<file path="src/rtl/mfp_ahb_ram_arbiter_pkg.sv">
// Shared AHB-Lite encodings and master index constants for the RAM arbiter.
package mfp_ahb_ram_arbiter_pkg;

    localparam logic [1:0] HTRANS_IDLE   = 2'b00;
    localparam logic [1:0] HTRANS_BUSY   = 2'b01;
    localparam logic [1:0] HTRANS_NONSEQ = 2'b10;
    localparam logic [1:0] HTRANS_SEQ    = 2'b11;

    localparam logic MFP_AHB_ARB_M0 = 1'b0;
    localparam logic MFP_AHB_ARB_M1 = 1'b1;

    // SEQ/BUSY mean the current owner is mid-burst and must keep the bus.
    function automatic logic htrans_in_burst(input logic [1:0] htrans);
        return (htrans == HTRANS_SEQ) || (htrans == HTRANS_BUSY);
    endfunction

endpackage

</file>
<file path="src/rtl/mfp_ahb_arb_grant.sv">
// Combinational grant decision for the two-master RAM arbiter.
// Optional: MFP_AHB_ARB_ROUND_ROBIN_EN alternates masters on a tie.
module mfp_ahb_arb_grant
    import mfp_ahb_ram_arbiter_pkg::*;
#(
    parameter int PARK_MASTER = 0
) (
    input  logic i_req0,
    input  logic i_req1,
    input  logic i_hold,
    input  logic i_cur_owner,
    input  logic i_last_grant,
    output logic o_grant
);

    localparam logic LP_PARK = 1'(PARK_MASTER);

    logic w_tie_winner;

`ifdef MFP_AHB_ARB_ROUND_ROBIN_EN
    assign w_tie_winner = ~i_last_grant;
`else
    logic w_unused_last_grant;
    assign w_unused_last_grant = i_last_grant;
    assign w_tie_winner        = MFP_AHB_ARB_M0;
`endif

    always_comb begin
        o_grant = LP_PARK;
        if (i_hold)
            o_grant = i_cur_owner;
        else if (i_req0 && !i_req1)
            o_grant = MFP_AHB_ARB_M0;
        else if (i_req1 && !i_req0)
            o_grant = MFP_AHB_ARB_M1;
        else if (i_req0 && i_req1)
            o_grant = w_tie_winner;
    end

endmodule

</file>
<file path="src/rtl/mfp_ahb_ram_arbiter.sv">
// Two-master AHB-Lite arbiter in front of a single-cycle RAM slave.
// Optional: MFP_AHB_ARB_ROUND_ROBIN_EN (handled in mfp_ahb_arb_grant).
module mfp_ahb_ram_arbiter
    import mfp_ahb_ram_arbiter_pkg::*;
#(
    parameter int PARK_MASTER = 0
) (
    input  logic        HCLK,
    input  logic        HRESET,
    input  logic [31:0] M0_HADDR,
    input  logic [2:0]  M0_HBURST,
    input  logic        M0_HMASTLOCK,
    input  logic [3:0]  M0_HPROT,
    input  logic [2:0]  M0_HSIZE,
    input  logic [1:0]  M0_HTRANS,
    input  logic [31:0] M0_HWDATA,
    input  logic        M0_HWRITE,
    output logic [31:0] M0_HRDATA,
    output logic        M0_HREADY,
    output logic        M0_HRESP,
    input  logic [31:0] M1_HADDR,
    input  logic [2:0]  M1_HBURST,
    input  logic        M1_HMASTLOCK,
    input  logic [3:0]  M1_HPROT,
    input  logic [2:0]  M1_HSIZE,
    input  logic [1:0]  M1_HTRANS,
    input  logic [31:0] M1_HWDATA,
    input  logic        M1_HWRITE,
    output logic [31:0] M1_HRDATA,
    output logic        M1_HREADY,
    output logic        M1_HRESP,
    output logic [31:0] S_HADDR,
    output logic [2:0]  S_HBURST,
    output logic        S_HMASTLOCK,
    output logic [3:0]  S_HPROT,
    output logic [2:0]  S_HSIZE,
    output logic [1:0]  S_HTRANS,
    output logic [31:0] S_HWDATA,
    output logic        S_HWRITE,
    output logic        S_HSEL,
    input  logic [31:0] S_HRDATA,
    input  logic        S_HREADY,
    input  logic        S_HRESP
);

    localparam logic LP_PARK = 1'(PARK_MASTER);

    logic r_addr_owner;
    logic r_data_owner;
    logic r_data_active;
    logic r_last_grant;

    logic w_req0;
    logic w_req1;
    logic w_hold;
    logic w_grant;
    logic w_m0_dphase;
    logic w_m1_dphase;

    assign w_req0 = (M0_HTRANS != HTRANS_IDLE);
    assign w_req1 = (M1_HTRANS != HTRANS_IDLE);
    assign w_hold = r_addr_owner ? (htrans_in_burst(M1_HTRANS) | M1_HMASTLOCK)
                                 : (htrans_in_burst(M0_HTRANS) | M0_HMASTLOCK);

    // A slave stall freezes the grant just like a burst hold does.
    mfp_ahb_arb_grant #(.PARK_MASTER(PARK_MASTER)) u_grant (
        .i_req0       (w_req0),
        .i_req1       (w_req1),
        .i_hold       (w_hold | ~S_HREADY),
        .i_cur_owner  (r_addr_owner),
        .i_last_grant (r_last_grant),
        .o_grant      (w_grant)
    );

    always_comb begin
        S_HADDR     = w_grant ? M1_HADDR     : M0_HADDR;
        S_HBURST    = w_grant ? M1_HBURST    : M0_HBURST;
        S_HMASTLOCK = w_grant ? M1_HMASTLOCK : M0_HMASTLOCK;
        S_HPROT     = w_grant ? M1_HPROT     : M0_HPROT;
        S_HSIZE     = w_grant ? M1_HSIZE     : M0_HSIZE;
        S_HTRANS    = w_grant ? M1_HTRANS    : M0_HTRANS;
        S_HWRITE    = w_grant ? M1_HWRITE    : M0_HWRITE;
    end

    assign S_HSEL    = 1'b1;
    assign S_HWDATA  = r_data_owner ? M1_HWDATA : M0_HWDATA;
    assign M0_HRDATA = S_HRDATA;
    assign M1_HRDATA = S_HRDATA;

    assign w_m0_dphase = r_data_active && (r_data_owner == MFP_AHB_ARB_M0);
    assign w_m1_dphase = r_data_active && (r_data_owner == MFP_AHB_ARB_M1);

    // Engaged masters track the slave; a requesting loser is stalled.
    assign M0_HREADY = (w_m0_dphase || (w_grant == MFP_AHB_ARB_M0)) ? S_HREADY : ~w_req0;
    assign M1_HREADY = (w_m1_dphase || (w_grant == MFP_AHB_ARB_M1)) ? S_HREADY : ~w_req1;
    assign M0_HRESP  = w_m0_dphase & S_HRESP;
    assign M1_HRESP  = w_m1_dphase & S_HRESP;

    always_ff @(posedge HCLK) begin
        if (HRESET) begin
            r_addr_owner  <= LP_PARK;
            r_data_owner  <= MFP_AHB_ARB_M0;
            r_data_active <= 1'b0;
            r_last_grant  <= MFP_AHB_ARB_M1;
        end else if (S_HREADY) begin
            r_addr_owner  <= w_grant;
            r_data_owner  <= w_grant;
            r_data_active <= (S_HTRANS != HTRANS_IDLE);
            if (!w_hold && (S_HTRANS == HTRANS_NONSEQ))
                r_last_grant <= w_grant;
        end
    end

endmodule

</file>
<file path="config.mk">
export PLATFORM = sky130hd
export DESIGN_NAME = mfp_ahb_ram_arbiter
export DESIGN_NICKNAME = d
export VERILOG_FILES = /design/src/rtl/mfp_ahb_ram_arbiter_pkg.sv /design/src/rtl/mfp_ahb_arb_grant.sv /design/src/rtl/mfp_ahb_ram_arbiter.sv
export SDC_FILE = /design/constraint.sdc
export NUM_CORES = 1
export LEC_CHECK = 0
export BUFFER_PORTS_ARGS = -buffer_cell sky130_fd_sc_hd__buf_2
export CAP_MARGIN = 20
export CORE_AREA = 5 5 130 132
export DETAILED_ROUTE_END_ITERATION = 10
export DIE_AREA = 0 0 135 137
export SKIP_LAST_GASP = 1
export SLEW_MARGIN = 10
export SYNTH_ARGS = -nofsm -noshare
export SYNTH_HDL_FRONTEND = slang
export SYNTH_SLANG_ARGS = --single-unit
</file>
<file path="constraint.sdc">
create_clock -name HCLK -period 4.1 [get_ports HCLK]
set_input_delay 0.82 -clock HCLK [delete_from_list [all_inputs] [get_ports HCLK]]
set_output_delay 0.82 -clock HCLK [all_outputs]
set_load 0.1 [all_outputs]
</file>
==> results.ini, run 1 <==
[critical_path]
crit_chain = buf_2 -> nand2b_1 -> nor4_1 -> a21o_2 -> buf_12 -> mux2_2 -> buf_2
crit_arrival_ns = 2.54
cp_slowest_cell = mux2_2
cp_common_cell = buf_2
reg2reg_from = r_data_owner
crit_buf_inv = 3
end_kind = output pin
cp-startpoint = M0_HMASTLOCK
path_class = input port to output pin
critPathLaunchType = input port
crit_required_ns = 3.28
crit_family = buffers and inverters
slowest_delay_ns = 0.37
path_max_fanout = 34
r2r_slack_ns = 2.71

[grt]
first_global_vias = 2058
grt_max_degree = 35
gr-total-overflow = 0
grt_usage = 0.07108
grt_antenna_before_repair = 0
grt_pass1_wl_microns = 10460

[placed_design]
dpl.hpwl_microns = 7003
pre_cts_ws_ns = 0.7534
io_buffers = 241
place_congestion = 0.7548
dpl.cell_count = 570

[clock_tree]
clk_pin_slew_ns = 0.03
cts-htree-levels = 1
tritoncts.num_buffers = 3
cts_root_buffer = clkbuf_16
cts_tree = done
cts_max_path_buffers = 2
cts_setup_buffers = 0
hold_buffers = 0
clk_latency_ns = 0.22
cts_num_sinks = 2
ctsResizeCount = 0

[power]
p_int_uw = 307.0
p_switching_uw = 534.1
powerDensity_nw_per_um2 = 297.9
p_seq_frac = 0.026
swShare = 0.6350
pwr-share-clk = 0.176
comb_power_share = 0.798
vdd_ir_drop_max_mv = 0.1441
power_uw = 841.1
leakage_uw = 0.001515

[sta]
fmax_mhz = 297.6
finalCriticalPeriod_ns = 3.360
hold_violations = 0
layout_setup_ws_ns = 0.7403
drv_slew = 0
grt_setup_unrepaired = no
setup_tns_ns = 0
worst_slew_pin_slew_ns = 0.5123
period_share = 0.8194
max_slew_margin = 0.6608
setup_violations = 0
skew_ns = 0.001326

[floorplan]
num_rows = 46
initial_core_util = 0.1169
die_area_sq_um = 18500
die-width_microns = 135
ioPinCount = 339
core-area_sq_um = 15600
dieHeight_microns = 137

[synth]
yosysUniqueCellTypes = 27
synthSimpleGateAreaFrac = 0.05010
ys_warn_count = 0
synth_seq_area_share = 0.02196
synthAdderAreaFrac = 0
synth_mux_area_frac = 0.5498
synth_nets = 375
synth_top_family_by_area = multiplexers
synth.ff_latch_count = 2
synth_cells = 183
synthesis.area_sq_um = 1823
synth_compound_area_frac = 0.04598
synth_xor_area_frac = 0
syn_area_per_cell_sq_um = 9.962

[cells_and_area]
final_cells = 573
multiInputGateArea_sq_um = 1182
fin_nets = 551
antenna_cells = 0
seqCellArea_sq_um = 40.04
synthToLayoutAreaGrowth_pct = 54.91
fill_cells = 1767
drive_gt1_frac = 0.9132
utilization = 0.1811

[job]
drv_cap = 0

[drt]
antenna_left = 0
drc = 0
drt_iter0_drc = 29
wl_per_cell_microns = 13.45
num_vias = 1966
vias_per_cell = 3.431
drt-total-wl_microns = 7706
drt_first_pass_iters = 4

[outcome]
status = completed

[hold_path]
hold_path.class = register to register
worstHoldStart = r_data_active

==> path summary, 6_finish.rpt <==
path / to / cells after the start
setup / recovery: S_HPROT[3] / 7
hold / removal: r_data_active / 3
setup reg to reg: r_data_active / 4
hold reg to reg: r_data_active / 3
==> final cells by class <==
type | count | area share
Tap cell | 216 | 0.09570
Clock buffer | 3 | 0.02658
Sequential cell | 2 | 0.01418
Inverter | 2 | 0.002658
Multi-Input combinational cell | 105 | 0.4187
Timing Repair Buffer | 245 | 0.4422
==> metal layers <==
layer / share of wire / GRT usage / routed length (microns) / vias up
met5: 0 / 0 / 0 / -
met4: 0.031 / 0.03024 / 239 / 0
met3: 0.15 / 0.03051 / 1151 / 23
met2: 0.47 / 0.1198 / 3589 / 186
met1: 0.35 / 0.07850 / 2726 / 835
li1: - / - / - / 922
==> synthesized netlist by cell type <==
master,n,share of area
buf_12,4,0.044
or2b_1,1,0.0041
mux2_2,37,0.23
nor2b_1,1,0.0034
dfxtp_1,2,0.022
o21ai_0,1,0.0027
buf_6,1,0.0062
nand2b_1,1,0.0034
conb_1,1,0.0021
mux2_4,39,0.32
nor4_1,1,0.0034
inv_1,2,0.0041
nor3b_4,1,0.010
a21oi_1,1,0.0027
nand2_1,3,0.0062
nor3_1,1,0.0027
buf_4,65,0.27
buf_1,4,0.0082
nor2_1,8,0.016
o31ai_1,1,0.0041
o31a_1,1,0.0048
a21boi_0,2,0.0082
a22o_1,1,0.0048
a21o_1,1,0.0041
o221ai_1,1,0.0048
o32a_1,1,0.0055
a22oi_1,1,0.0041
==> kinds of logic after synthesis <==
kind of cell / Yosys count
AO/OA/AOI/OAI: 11
buffers and inverters: 76
flip-flops: 2
multiplexers: 76
other: 1
AND/OR/NAND/NOR: 17
==> tightest hold or removal path, stage by stage, from the launching register on <==
cell and delay [ns]:
dfxtp_1 0.33, nor2_1 0.10, nor2_1 0.05, o31a_1 0.09
==> per-stage QoR <==
step                      hold slack (ns)  area (sq um)
after floorplan                    0.5450          1823
after global placement             0.5946          2749
after detailed placement           0.6064          2749
after CTS                          0.6050          2824
after global routing               0.6502          2824
final                              0.6125          2824
==> cell usage in the layout, fill, tap and decap left out <==
master,Yosys,final
buf_2,0,241
mux2_4,39,39
mux2_2,37,37
nor2_1,8,8
nand2_1,3,3
clkbuf_16,0,3
buf_4,65,3
a21boi_0,2,2
inv_1,2,2
dfxtp_1,2,2
nand2b_1,1,1
or2b_1,1,1
o32a_1,1,1
nor3b_4,1,1
o31ai_1,1,1
nor4_1,1,1
a21o_2,0,1
a22oi_1,1,1
o21ai_0,1,1
a22o_1,1,1
a21oi_1,1,1
nor3_1,1,1
o221ai_1,1,1
o31a_1,1,1
nor2b_1,1,1
conb_1,1,1
buf_12,4,1
==> power groups by stage <==
| stage | combinational (uW) | clock, uW | sequential [uW] |
|---|---|---|---|
| after detailed placement | 675 | 0 | 22.0 |
| after CTS | 676 | 150 | 21.7 |
| after floorplan | 841 | 0 | 21.6 |
| after global placement | 673 | 0 | 22.0 |
| final | 671 | 148 | 21.8 |
| after global routing | 693 | 153 | 22.0 |
==> sequential cells by signal, summed over array words and instances, names as in the netlist <==
| signal | cells |
|---|---|
| r_data_active | 1 |
| r_data_owner | 1 |
Note: power is estimated with default switching activity, not from simulation.
==> run 2: changes to the inputs <==
- CORE_AREA: 5 5 130 132 -> 5 5 127 129
- DIE_AREA: 0 0 135 137 -> 0 0 132 134
- clock period: 4.1 -> 2.8 ns (I/O delays scaled with it)
==> run 2 against run 1 <==
Net effect:
- global-route usage rose by 1.2 points
- combinational power rose by 73%
- largest power group unchanged
- first-iteration DRC count fell by 17%
- register-to-register slack got worse by 1.2 ns
- core utilization rose by 5.1 points
- via count rose by 2.1%
==> results.ini, run 2 (synthesis results as in run 1) <==
[critical_path]
slowest_delay_ns = 0.32  ; -0.05 ns
reg2reg_from = r_data_owner
r2r_slack_ns = 1.52  ; -1.19 ns
critPathLaunchType = input port
end_kind = output pin
path_max_fanout = 17  ; -50%
r2r_end = r_data_active
reg2reg_depth = 3  ; -1
path_class = input port to output pin
timing.critical_path.to = S_HPROT[1]
cp-startpoint = M1_HTRANS[0]
cp_slowest_cell = mux2_4
cp_common_cell = buf_12
crit_arrival_ns = 2.12  ; -0.42 ns
crit_required_ns = 2.24  ; -1.04 ns
crit_chain = buf_2 -> nor3b_4 -> o31ai_1 -> a21o_2 -> buf_12 -> buf_4 -> mux2_4 -> buf_12

[clock_tree]
cts_num_sinks = 2  ; unchanged
cts_tree = done
cts-htree-levels = 1  ; unchanged
clk_pin_slew_ns = 0.03  ; about the same
clk_latency_ns = 0.22  ; about the same
cts_max_path_buffers = 2  ; unchanged
cts_root_buffer = clkbuf_16
tritoncts.num_buffers = 3  ; unchanged

[grt]
first_global_vias = 2107  ; +2.4%
grt.busiest_layer = met2
grt_usage = 0.08297  ; +0.01189
use_met3 = 0.03038  ; -0.0001321
gr-total-overflow = 0  ; unchanged
grt_pass1_wl_microns = 11670  ; +12%
grt_max_degree = 27  ; -23%
grt_antenna_before_repair = 1  ; +1
gr-usage-met2 = 0.1510  ; +0.03125
grtUsageMet1 = 0.08766  ; +0.009163

[cells_and_area]
layout_common_cells = buf_2 (202), buf_12 (41), mux2_4 (39), mux2_2 (37), buf_4 (11)
final_common_cell = buf_2
fill_cells = 1595  ; -9.7%
antenna_cells = 0  ; unchanged
drive_gt1_frac = 0.9235  ; +0.01033
utilization = 0.2322  ; +0.05115
synthToLayoutAreaGrowth_pct = 90.05
seqCellArea_sq_um = 41.29  ; +3.1%
fin_nets = 560  ; +1.6%
multiInputGateArea_sq_um = 1191  ; +0.74%
reg.largest.list = r_data_active: 1 flops, r_data_owner: 1 flops
final_cells = 554  ; -3.3%

[floorplan]
ioPinCount = 339  ; unchanged
dieHeight_microns = 134  ; -2.2%
die_area_sq_um = 17690  ; -4.4%
core-area_sq_um = 14920  ; -4.3%
initial_core_util = 0.1222  ; +0.005302
die-width_microns = 132  ; -2.2%
num_rows = 45  ; -2.2%

[sta]
setup_violations = 0  ; unchanged
skew_ns = 0.002524  ; +0.001198 ns
finalCriticalPeriod_ns = 2.675
setup_tns_ns = 0  ; unchanged
drv_slew = 0  ; unchanged
period_share = 0.9555
grt_setup_unrepaired = no
max_slew_margin = 0.6620  ; +0.001207
hold_violations = 0  ; unchanged
worst_slew_pin_slew_ns = 0.5105  ; -0.001823 ns
fmax_mhz = 373.8

[drt]
antenna_left = 0  ; unchanged
drt_first_pass_iters = 4  ; unchanged
vias_per_cell = 3.623  ; +5.6%
wl_per_cell_microns = 14.71  ; +9.4%
drt-total-wl_microns = 8151  ; +5.8%
drt_iter0_drc = 24  ; -17%
drc = 0  ; unchanged
num_vias = 2007  ; +2.1%

[placed_design]
io_buffers = 241  ; unchanged
dpl.hpwl_microns = 7447  ; +6.3%
place_congestion = 0.7410  ; -1.8%
dpl.cell_count = 551  ; -3.3%

[power]
powerDensity_nw_per_um2 = 404.7  ; +36%
vdd_ir_drop_max_mv = 0.1208  ; -16%
leakage_uw = 0.001779  ; +17%

[outcome]
status = completed

[hold_path]
hold_path.class = input port to register

[job]
drv_cap = 0  ; unchanged

-- run 2: timing repair --
item,CTS,global route
gates resized for setup,0,1
setup buffers,0,0
hold buffers,0,0
endpoints found under the setup margin,0,38
-- run 2: worst min path at each step --
stage                              from             to  slack [ns]  depth (start not counted)
after floorplan           r_data_active  r_data_active        0.55                          3
after global placement    r_data_active  r_data_active        0.59                          3
after detailed placement  r_data_active  r_data_active        0.59                          3
after CTS                        HRESET   r_data_owner        0.52                          2
after global routing             HRESET   r_data_owner        0.51                          2
final                            HRESET   r_data_owner        0.51                          2
-- run 2: final cells by class --
cell class	count	area share
clock buffer	3	0.02167
sequential	2	0.01192
inverter	2	0.002167
tap	188	0.06789
timing repair buffer	254	0.5525
multi-input combinational	105	0.3438
-- run 2: layer usage --
layer / vias up / share of wire
li1: 939 / -
met1: 874 / 0.36
met2: 183 / 0.50
met3: 11 / 0.13
met4: 0 / 0.016
met5: - / 0
-- run 2: per-stage QoR --
| stage | hold slack [ns] | instance area (sq um) | setup slack, ns | total power (uW) |
|---|---|---|---|---|
| 2_1_floorplan | 0.5450 | 1826 | 0.1936 | 1263 |
| 3_3_place_gp | 0.5882 | 3383 | 0.08781 | 1191 |
| 3_5_place_dp | 0.5931 | 3383 | 0.06080 | 1195 |
| 4_1_cts | 0.5170 | 3458 | 0.04448 | 1416 |
| 5_1_grt | 0.5147 | 3465 | 0.01694 | 1447 |
| 6_report | 0.5139 | 3465 | 0.1247 | 1402 |
-- run 2: worst max-delay path: cells and delay by family --
kind | cells | cell delay, ns
buf+inv | 4 | 0.64
simple gates | 1 | 0.22
mux | 1 | 0.32
compound gates | 2 | 0.37
-- run 2: where the power goes --
group / leakage [uW] / internal, uW / switching [uW]
clock: 0.0000370 / 182 / 31.7
combinational: 0.00172 / 382 / 773
sequential: 0.0000169 / 30.5 / 3.06
